==> src/rtl/lif_sweep_scheduler.sv <==
// rtl/lif_sweep_scheduler.sv - time-multiplexed leaky-integrate-and-fire sweep controller with spike FIFO
//
// Shares one LIF update datapath across N_NEURONS virtual neurons. Each start
// sweeps every neuron once, one commit per cycle; spiking indices are queued in
// a small FIFO drained through a valid/ready handshake.
//
// Optional feature macro: LIF_REFRACTORY_EN (per-neuron refractory counters).
//
// Ports:
//   clk, rst                    clock, asynchronous active-high reset
//   cfg_we/cfg_addr/cfg_current write port for the per-neuron input current
//   beta                        leak shift, latched when a sweep starts
//   start                       begin a sweep (IDLE only)
//   busy, done                  sweep in progress / one-cycle completion pulse
//   spike_valid/ready/idx       spike event FIFO head
//   rd_addr, rd_state           combinational membrane-state debug read
module lif_sweep_scheduler #(
    parameter int N_NEURONS     = 8,
    parameter int W             = 8,
    parameter int THRESHOLD     = 200,
    parameter int FIFO_DEPTH    = 4,
    parameter int REFRACT_STEPS = 2,
    localparam int IDXW         = $clog2(N_NEURONS)
) (
    input  logic            clk,
    input  logic            rst,
    input  logic            cfg_we,
    input  logic [IDXW-1:0] cfg_addr,
    input  logic [W-1:0]    cfg_current,
    input  logic [2:0]      beta,
    input  logic            start,
    output logic            busy,
    output logic            done,
    output logic            spike_valid,
    input  logic            spike_ready,
    output logic [IDXW-1:0] spike_idx,
    input  logic [IDXW-1:0] rd_addr,
    output logic [W-1:0]    rd_state
);

    localparam int FAW = $clog2(FIFO_DEPTH);

    localparam logic [1:0] S_IDLE   = 2'd0;
    localparam logic [1:0] S_UPDATE = 2'd1;
    localparam logic [1:0] S_DONE   = 2'd2;

    localparam logic [W-1:0]    THR      = W'(THRESHOLD);
    localparam logic [IDXW-1:0] LAST_IDX = IDXW'(N_NEURONS - 1);

    logic [W-1:0]    state_mem   [N_NEURONS];
    logic [W-1:0]    current_mem [N_NEURONS];
    logic [1:0]      fsm;
    logic [IDXW-1:0] idx;
    logic [2:0]      beta_q;

    // Spike FIFO
    logic [IDXW-1:0] fifo_mem [FIFO_DEPTH];
    logic [FAW-1:0]  wr_ptr;
    logic [FAW-1:0]  rd_ptr;
    logic [FAW:0]    count;
    logic            fifo_full;
    logic            pop;
    logic            push;

    // Update datapath
    logic [W:0]   cur_x;
    logic [W:0]   leak;
    logic [W:0]   raw_sum;
    logic [W-1:0] sat_sum;
    logic         fire;
    logic         in_refract;
    logic         spike_req;
    logic         stall;
    logic         commit;
    logic [W-1:0] new_state;

    assign cur_x   = {1'b0, state_mem[idx]};
    assign leak    = cur_x >> beta_q;
    // state - leak is never negative, and the sum fits in W+1 bits
    assign raw_sum = cur_x - leak + {1'b0, current_mem[idx]};
    assign sat_sum = raw_sum[W] ? {W{1'b1}} : raw_sum[W-1:0];
    assign fire    = (sat_sum >= THR);

`ifdef LIF_REFRACTORY_EN
    localparam int RW = (REFRACT_STEPS < 1) ? 1 : $clog2(REFRACT_STEPS + 1);
    logic [RW-1:0] refr_cnt [N_NEURONS];

    assign in_refract = (refr_cnt[idx] != '0);

    always_ff @(posedge clk or posedge rst) begin
        if (rst) begin
            for (int i = 0; i < N_NEURONS; i++) begin
                refr_cnt[i] <= '0;
            end
        end else if (commit) begin
            if (in_refract) begin
                refr_cnt[idx] <= refr_cnt[idx] - 1'b1;
            end else if (fire) begin
                refr_cnt[idx] <= RW'(REFRACT_STEPS);
            end
        end
    end
`else
    // No refractory tracking: every neuron is always eligible to update.
    assign in_refract = (REFRACT_STEPS < 0);
`endif

    assign spike_req = (fsm == S_UPDATE) && fire && !in_refract;
    assign new_state = (fire || in_refract) ? '0 : sat_sum;

    assign fifo_full   = (count == (FAW+1)'(FIFO_DEPTH));
    assign spike_valid = (count != '0);
    assign pop         = spike_valid && spike_ready;
    assign spike_idx   = fifo_mem[rd_ptr];

    // A simultaneous pop frees the slot this cycle, so a full FIFO only
    // stalls when nobody is draining it.
    assign stall  = spike_req && fifo_full && !pop;
    assign commit = (fsm == S_UPDATE) && !stall;
    assign push   = spike_req && !stall;

    assign busy     = (fsm != S_IDLE);
    assign done     = (fsm == S_DONE);
    assign rd_state = state_mem[rd_addr];

    // Sweep FSM and neuron index
    always_ff @(posedge clk or posedge rst) begin
        if (rst) begin
            fsm    <= S_IDLE;
            idx    <= '0;
            beta_q <= '0;
        end else begin
            case (fsm)
                S_IDLE: begin
                    if (start) begin
                        fsm    <= S_UPDATE;
                        idx    <= '0;
                        beta_q <= beta;
                    end
                end
                S_UPDATE: begin
                    if (commit) begin
                        idx <= idx + 1'b1;
                        if (idx == LAST_IDX) begin
                            fsm <= S_DONE;
                        end
                    end
                end
                S_DONE:  fsm <= S_IDLE;
                default: fsm <= S_IDLE;
            endcase
        end
    end

    // Register files; the datapath reads the pre-edge current, so a config
    // write to the neuron being updated only takes effect next sweep.
    always_ff @(posedge clk or posedge rst) begin
        if (rst) begin
            for (int i = 0; i < N_NEURONS; i++) begin
                state_mem[i]   <= '0;
                current_mem[i] <= '0;
            end
        end else begin
            if (cfg_we) begin
                current_mem[cfg_addr] <= cfg_current;
            end
            if (commit) begin
                state_mem[idx] <= new_state;
            end
        end
    end

    // Spike FIFO
    always_ff @(posedge clk or posedge rst) begin
        if (rst) begin
            for (int i = 0; i < FIFO_DEPTH; i++) begin
                fifo_mem[i] <= '0;
            end
            wr_ptr <= '0;
            rd_ptr <= '0;
            count  <= '0;
        end else begin
            if (push) begin
                fifo_mem[wr_ptr] <= idx;
                wr_ptr           <= wr_ptr + 1'b1;
            end
            if (pop) begin
                rd_ptr <= rd_ptr + 1'b1;
            end
            case ({push, pop})
                2'b10:   count <= count + 1'b1;
                2'b01:   count <= count - 1'b1;
                default: count <= count;
            endcase
        end
    end

endmodule

==> config.mk <==
export PLATFORM = sky130hd
export DESIGN_NAME = lif_sweep_scheduler
export DESIGN_NICKNAME = d
export VERILOG_FILES = /design/src/rtl/lif_sweep_scheduler.sv
export SDC_FILE = /design/constraint.sdc
export NUM_CORES = 1
export LEC_CHECK = 0
export BUFFER_PORTS_ARGS = -buffer_cell sky130_fd_sc_hd__buf_4
export CORE_AREA = 2 2 143 159
export DETAILED_ROUTE_END_ITERATION = 12
export DIE_AREA = 0 0 145 161
export PLACE_DENSITY = 0.53
export SETUP_SLACK_MARGIN = 0.05
export SYNTH_ARGS = -nofsm -noshare
export SYNTH_HDL_FRONTEND = slang
export SYNTH_SLANG_ARGS = --single-unit
==> constraint.sdc <==
create_clock -name clk -period 11.05 [get_ports clk]
set_clock_uncertainty 0.2 [all_clocks]
set_input_delay 0 -clock clk [delete_from_list [all_inputs] [get_ports clk]]
set_output_delay 0 -clock clk [all_outputs]
set_load 0.05 [all_outputs]
==> results of run 1 <==
-- path summary, 6_finish.rpt --
path,start,end,slack (ns),cells past startpoint
max,idx[0],state_mem[43],4.04,19
min,rst,fifo_mem[5],0.07,3
max reg2reg,idx[0],state_mem[43],4.04,19
min reg2reg,current_mem[11],current_mem[11],0.30,1
max in group asynchronous,rst,idx[0],9.07,4
min in group clk,cfg_current[1],current_mem[17],0.20,3
-- critical path, delay by kind of cell (launching register included) --
family	cells	cell delay, ns
compound gates	8	2.20
simple gates	2	0.17
fa+ha+maj	2	1.00
buf+inv	3	0.91
mux	3	1.49
xor+xnor	1	0.25
flops	1	0.63
-- sequential cells by signal, summed over array words and instances (netlist names) --
name	cells
fifo_mem	12
rd_ptr	2
count	3
fsm	2
idx	3
current_mem	64
state_mem	64
wr_ptr	2
beta_q	3
-- cells in the mapped netlist (all sizes together), types with 2 or more instances --
cell type / count / area share
xnor2: 10 / 0.010
nand2b: 2 / 0.0015
nand4: 4 / 0.0029
a21o: 2 / 0.0018
nor3: 6 / 0.0041
a211oi: 7 / 0.011
mux4: 52 / 0.14
mux2: 155 / 0.20
inv: 26 / 0.011
mux2i: 19 / 0.022
a2111oi: 3 / 0.0075
a21oi: 12 / 0.0088
and2: 2 / 0.0015
nand3: 6 / 0.0035
fa: 9 / 0.021
ha: 16 / 0.023
o31ai: 2 / 0.0039
buf: 13 / 0.0083
nor3b: 2 / 0.0018
nor2b: 3 / 0.0022
clkbuf: 19 / 0.0083
or3: 2 / 0.0015
o311ai: 3 / 0.0031
a31oi: 2 / 0.0022
nand2: 21 / 0.0095
o21ai: 9 / 0.0053
xor2: 5 / 0.0051
nor2: 27 / 0.012
dfrtp: 155 / 0.45
nand4b: 3 / 0.0031
-- metrics by stage --
stage,setup slack [ns],utilization
6_report,4.04,0.459
5_1_grt,3.55,0.459
4_1_cts,3.99,0.459
3_5_place_dp,4.01,0.419
3_3_place_gp,4.10,0.419
2_1_floorplan,5.19,-
-- kinds of logic after synthesis --
| group | Yosys count | share of synthesized area |
|---|---|---|
| flops | 155 | 0.454 |
| compound gates | 43 | 0.0459 |
| xor+xnor | 15 | 0.0154 |
| buf+inv | 58 | 0.0281 |
| fa+ha+maj | 25 | 0.0445 |
| simple gates | 84 | 0.0493 |
| mux | 226 | 0.363 |
-- routing by layer --
metal | share of wire | global-route usage
met1 | 0.45 | 0.235
met2 | 0.51 | 0.301
met3 | 0.024 | 0.0316
met4 | 0.016 | 0.0635
met5 | 0 | 0
-- placed cells by master (no fill, tap or decap), drive strengths merged, types with 4 or more instances in the layout --
| master | instances |
|---|---|
| dfrtp | 155 |
| mux2 | 155 |
| mux4 | 52 |
| buf | 42 |
| inv | 29 |
| nor2 | 27 |
| dlygate4sd3 | 22 |
| nand2 | 21 |
| mux2i | 19 |
| clkbuf | 18 |
| ha | 16 |
| a21oi | 12 |
| xnor2 | 10 |
| fa | 9 |
| o21ai | 9 |
| a211oi | 7 |
| nand3 | 6 |
| nor3 | 6 |
| xor2 | 5 |
| bufinv | 5 |
| nand4 | 4 |
-- final cells by class --
| cell class | count | area share |
|---|---|---|
| multi-input combinational | 393 | 0.445 |
| sequential | 155 | 0.388 |
| timing repair buffer | 64 | 0.0536 |
| clock buffer | 18 | 0.0439 |
| tap | 295 | 0.0369 |
| clock inverter | 13 | 0.0214 |
| inverter | 26 | 0.0103 |
==> summary.md, run 1 <==
| Metric | Value |
|---|---|
| Initial core utilization | 0.393 |
| Total Wirelength | 19500 µm |
| Netlist cell types | 51 |
| Global-route total usage across every layer | 0.179 |
| FFs w/ async S/R, synth | 1.00 |
| Clk root buf | clkbuf_16 |
| Routed len/inst | 20.2 µm |
| Crit Path Class | reg -> reg |
| Critical-path cell list | buf_4 -> mux4_2 -> mux2i_1 -> nand2_1 -> o21ai_0 -> nor2_1 -> a21oi_1 -> a21oi_1 -> fa_1 -> inv_1 -> fa_1 -> a211oi_1 -> o21ai_1 -> a31oi_2 -> xor2_1 -> o31ai_4 -> buf_4 -> a2111oi_4 -> mux2_2 |
| Critical Path Start Type | flip-flop |
| Crit-path max cell delay | 0.99 ns |
| Placed Instances | 911 |
| Yosys reg bits | 155 |
| Dpl hpwl | 13200 µm |
| Share of cells above drive strength 1 | 0.448 |
| Initial antenna violation count | 0 |
| Syn Std Cell Area | 8550 µm² |
| Chip height | 161 µm |
| Status | completed |
| First-pass GRT wire length | 32100 µm |
| Num CTS Buffers | 17 |
| Largest net degree at the start of global routing | 85 |
| Post-Syn Area per Cell | 14.1 µm² |
| Post-route minimum period | 7.01 ns |
| Post-synth EDFFs | 0 |
| DRT antenna net count | 0 |
| # fillers | 1927 |
| N_diodes | 0 |
| Synth warn | 0 |
| Nets | 704 |
| RSZ-0062 raised after global routing | no |
| Type of the most critical hold path | in -> async |
| Sequential area share after synthesis | 0.454 |
| Final Hold Vio Count | 0 |
| I/O Buffers | 35 |
| DRC | 0 |
| Post-CTS resize count | 0 |
| CP required | 11.16 ns |
| CTS Hold Buffers Added | 22 |
| Grt ovf | 0 |
| Final Max Tran Viols | 0 |
| Number of global-route vias before repair | 5661 |
| Clk pin slew, worst setup/hold paths | 0.06 ns |
| Clock sinks | 155 |
| Via Count | 5239 |
| Sequential cell area | 3880 µm² |
| H-tree depth | 4 |
| Syn nets | 653 |
| Worst-Skew Late Latency | 0.43 ns |
| Max frequency | 0.143 GHz |
| Min Hold Slack | 0.0730 ns |
| Crit share post-route | 0.635 |
| Area Growth Syn to Fin | 16.9% |
| Max cap viols | 0 |
| Total setup buffers inserted after CTS | 0 |
| Post-DP Area | 9120 µm² |
| Setup Viol. Count Final | 0 |
| Worst Setup End Kind | flip-flop |
| Core Box Area | 21800 µm² |
| Max_slew headroom | 0.259 |
| CTS tree | done |
| Prevailing post-synth register cell | dfrtp_1 |
| Total area of multi-input combinational cells | 4450 µm² |
| Post-Synthesis Cells | 606 |
| Die area | 23300 µm² |
| Row cnt | 57 |
| Fin cells | 964 |
| I/O Pins | 36 |
| Fin area | 9990 µm² |
| Initial drt markers | 238 |
| Gpl congestion | 0.768 |
| DRT Pass-1 Iters | 4 |
| Crit path max-delay cell type | a2111oi_4 |
| Vias per inst | 5.43 |
| Critical Path AT | 7.13 ns |
| Max FO, Critical Path | 33 |
| Clk buf depth | 2 |
| Die Wd | 145 µm |
| Worst slew pin tran | 1.11 ns |
| Setup tns final | 0 ns |
Power of run 1 is not shown: default switching activity piles up to over one toggle a cycle in this logic, so the estimate is an artifact.
==> inputs of run 2 (changes only) <==
- PLACE_DENSITY: 0.53 -> 0.55
- clock period: 11.05 -> 5.9 ns (I/O delays scaled with it)
==> run 2 against run 1 <==
  * Via count rose by 3.9%
  * Design area rose by 2.4%
  * Die area did not move
  * Critical endpoint unchanged
==> summary.md, run 2 (synthesis gave the netlist of run 1 again) <==
| Metric | Value |
|---|---|
| Commonest non-fill, non-tap cell in the layout | dfrtp_1 |
| Routed len/inst | 20.4 µm |
| Num CTS Buffers | 17 |
| Commonest non-fill, non-tap cells in the layout | 153 x dfrtp_1, 152 x mux2_2, 71 x buf_4 |
| DRT antenna net count | 0 |
| Gpl congestion | 0.839 |
| Die Wd | 145 µm |
| Nets | 738 |
| Core Box Area | 21800 µm² |
| Via Count | 5443 |
| FF-to-FF path depth | 19 |
| DRC | 0 |
| # fillers | 1956 |
| Min Hold Slack | 0.0379 ns |
| CTS tree | done |
| Final Hold Vio Count | 0 |
| Max_slew headroom | 0.242 |
| Vias per inst | 5.45 |
| Setup tns final | 0 ns |
| Share of cells above drive strength 1 | 0.476 |
| Critical Path AT | 5.71 ns |
| Critical Path Start Type | flip-flop |
| N_diodes | 0 |
| Max FO, Critical Path | 8 |
| CP required | 6.00 ns |
| Largest net degree at the start of global routing | 84 |
| Initial drt markers | 254 |
| Worst Setup End Kind | flip-flop |
| H-tree depth | 4 |
| RR Startpoint | idx[0] |
| I/O Buffers | 35 |
| HP Start | cfg_we |
| Clock sinks | 155 |
| Global-route total usage across every layer | 0.184 |
| RSZ-0062 raised after global routing | no |
| Final Max Tran Viols | 0 |
| Number of global-route vias before repair | 5880 |
| Worst slew pin tran | 1.13 ns |
| Setup Viol. Count Final | 0 |
| Initial antenna violation count | 0 |
| Type of the most critical hold path | in -> reg |
| Max frequency | 0.178 GHz |
| First-pass GRT wire length | 33300 µm |
| Die area | 23300 µm² |
| Clk buf depth | 2 |
| Crit-path max cell delay | 0.53 ns |
| Sequential cell area | 3880 µm² |
| Register-to-register setup slack | 0.30 ns |
| Total area of multi-input combinational cells | 4460 µm² |
| I/O Pins | 36 |
| Critical-path cell list | clkbuf_4 -> mux4_2 -> mux2_2 -> o21ai_0 -> nor2_1 -> a21oi_1 -> a21oi_1 -> fa_1 -> inv_1 -> fa_1 -> a211oi_1 -> o21ai_1 -> a31oi_2 -> xor2_2 -> o31ai_4 -> buf_4 -> a2111oi_4 -> buf_4 -> mux2_2 |
| Chip height | 161 µm |
| Biggest regs | current_mem (64), state_mem (64), fifo_mem (12) |
| Crit path max-delay cell type | fa_1 |
| Post-route minimum period | 5.60 ns |
| Status | completed |
| Worst R2R End | state_mem[43] |
| WHS Path Cells | 4 |
| Clk root buf | clkbuf_16 |
| Crit share post-route | 0.950 |
| Row cnt | 57 |
| Worst Hold End | current_mem[29] |
| Max cap viols | 0 |
| Crit Path Class | reg -> reg |
| Grt ovf | 0 |
| Worst-Skew Late Latency | 0.44 ns |
| Dpl hpwl | 13700 µm |
| DRT Pass-1 Iters | 5 |
| Total Wirelength | 20300 µm |
| Clk pin slew, worst setup/hold paths | 0.08 ns |
| Initial core utilization | 0.393 |
| Area Growth Syn to Fin | 19.6% |
[run 2: changes by cell type in the layout (fill, tap and decap cells not counted), sizes merged]
cell / previous run / this run
dlygate4sd3: 22 / 23
buf: 42 / 74
clkinv: 3 / 1
inv: 29 / 37
bufinv: 5 / 1
[run 2: routing by layer]
metal,GRT usage,routed length [µm],vias to the layer above
met3,0.0282,527,22
met5,0,0,-
li1,-,-,2423
met1,0.240,9130,2897
met2,0.316,10300,101
met4,0.0590,359,0
[run 2: what timing repair did]
action	CTS	global route
buffers inserted	0	8
setup endpoints to repair	0	59
endpoints found under the hold margin	156	0
gates resized for setup	0	3
hold buffers	23	0
[run 2: cell type report]
class	count	share of cell area
multi-input combinational	393	0.436
sequential	155	0.380
timing repair buffer	98	0.0803
clock buffer	17	0.0416
tap	295	0.0361
clock inverter	15	0.0166
inverter	26	0.0100
[run 2: worst max-delay path by stage]
| stage | startpoint | endpoint | depth (start not counted) |
|---|---|---|---|
| floorplan | idx[0] | count[2] | 25 |
| global placement | idx[0] | state_mem[33] | 20 |
| detailed placement | idx[0] | state_mem[35] | 19 |
| CTS | idx[0] | state_mem[37] | 19 |
| global route | idx[0] | count[2] | 24 |
| finish | idx[0] | state_mem[43] | 19 |
[run 2: stage by stage]
stage                     area [µm²]  std cells   util  worst slack (ns)
after floorplan                 8550        606      -             0.127
after global placement          9320        936  0.428             0.262
after detailed placement        9320        936  0.428             0.155
after CTS                      10100        991  0.466             0.103
after global routing           10200        999  0.470            0.0373
final                          10200        999  0.470             0.297
[run 2: worst max-delay path, delay by kind of cell, from the launching register on]
family	cells	cell delay (ns)
AOI/OAI and AO/OA	8	1.74
DFF	1	0.41
and+or+nand+nor	1	0.06
adders and majority gates	2	0.97
muxes	3	1.16
xor gates and xnor gates	1	0.21
buffers and inverters	4	0.73
Power of run 2 is left out for the same reason.
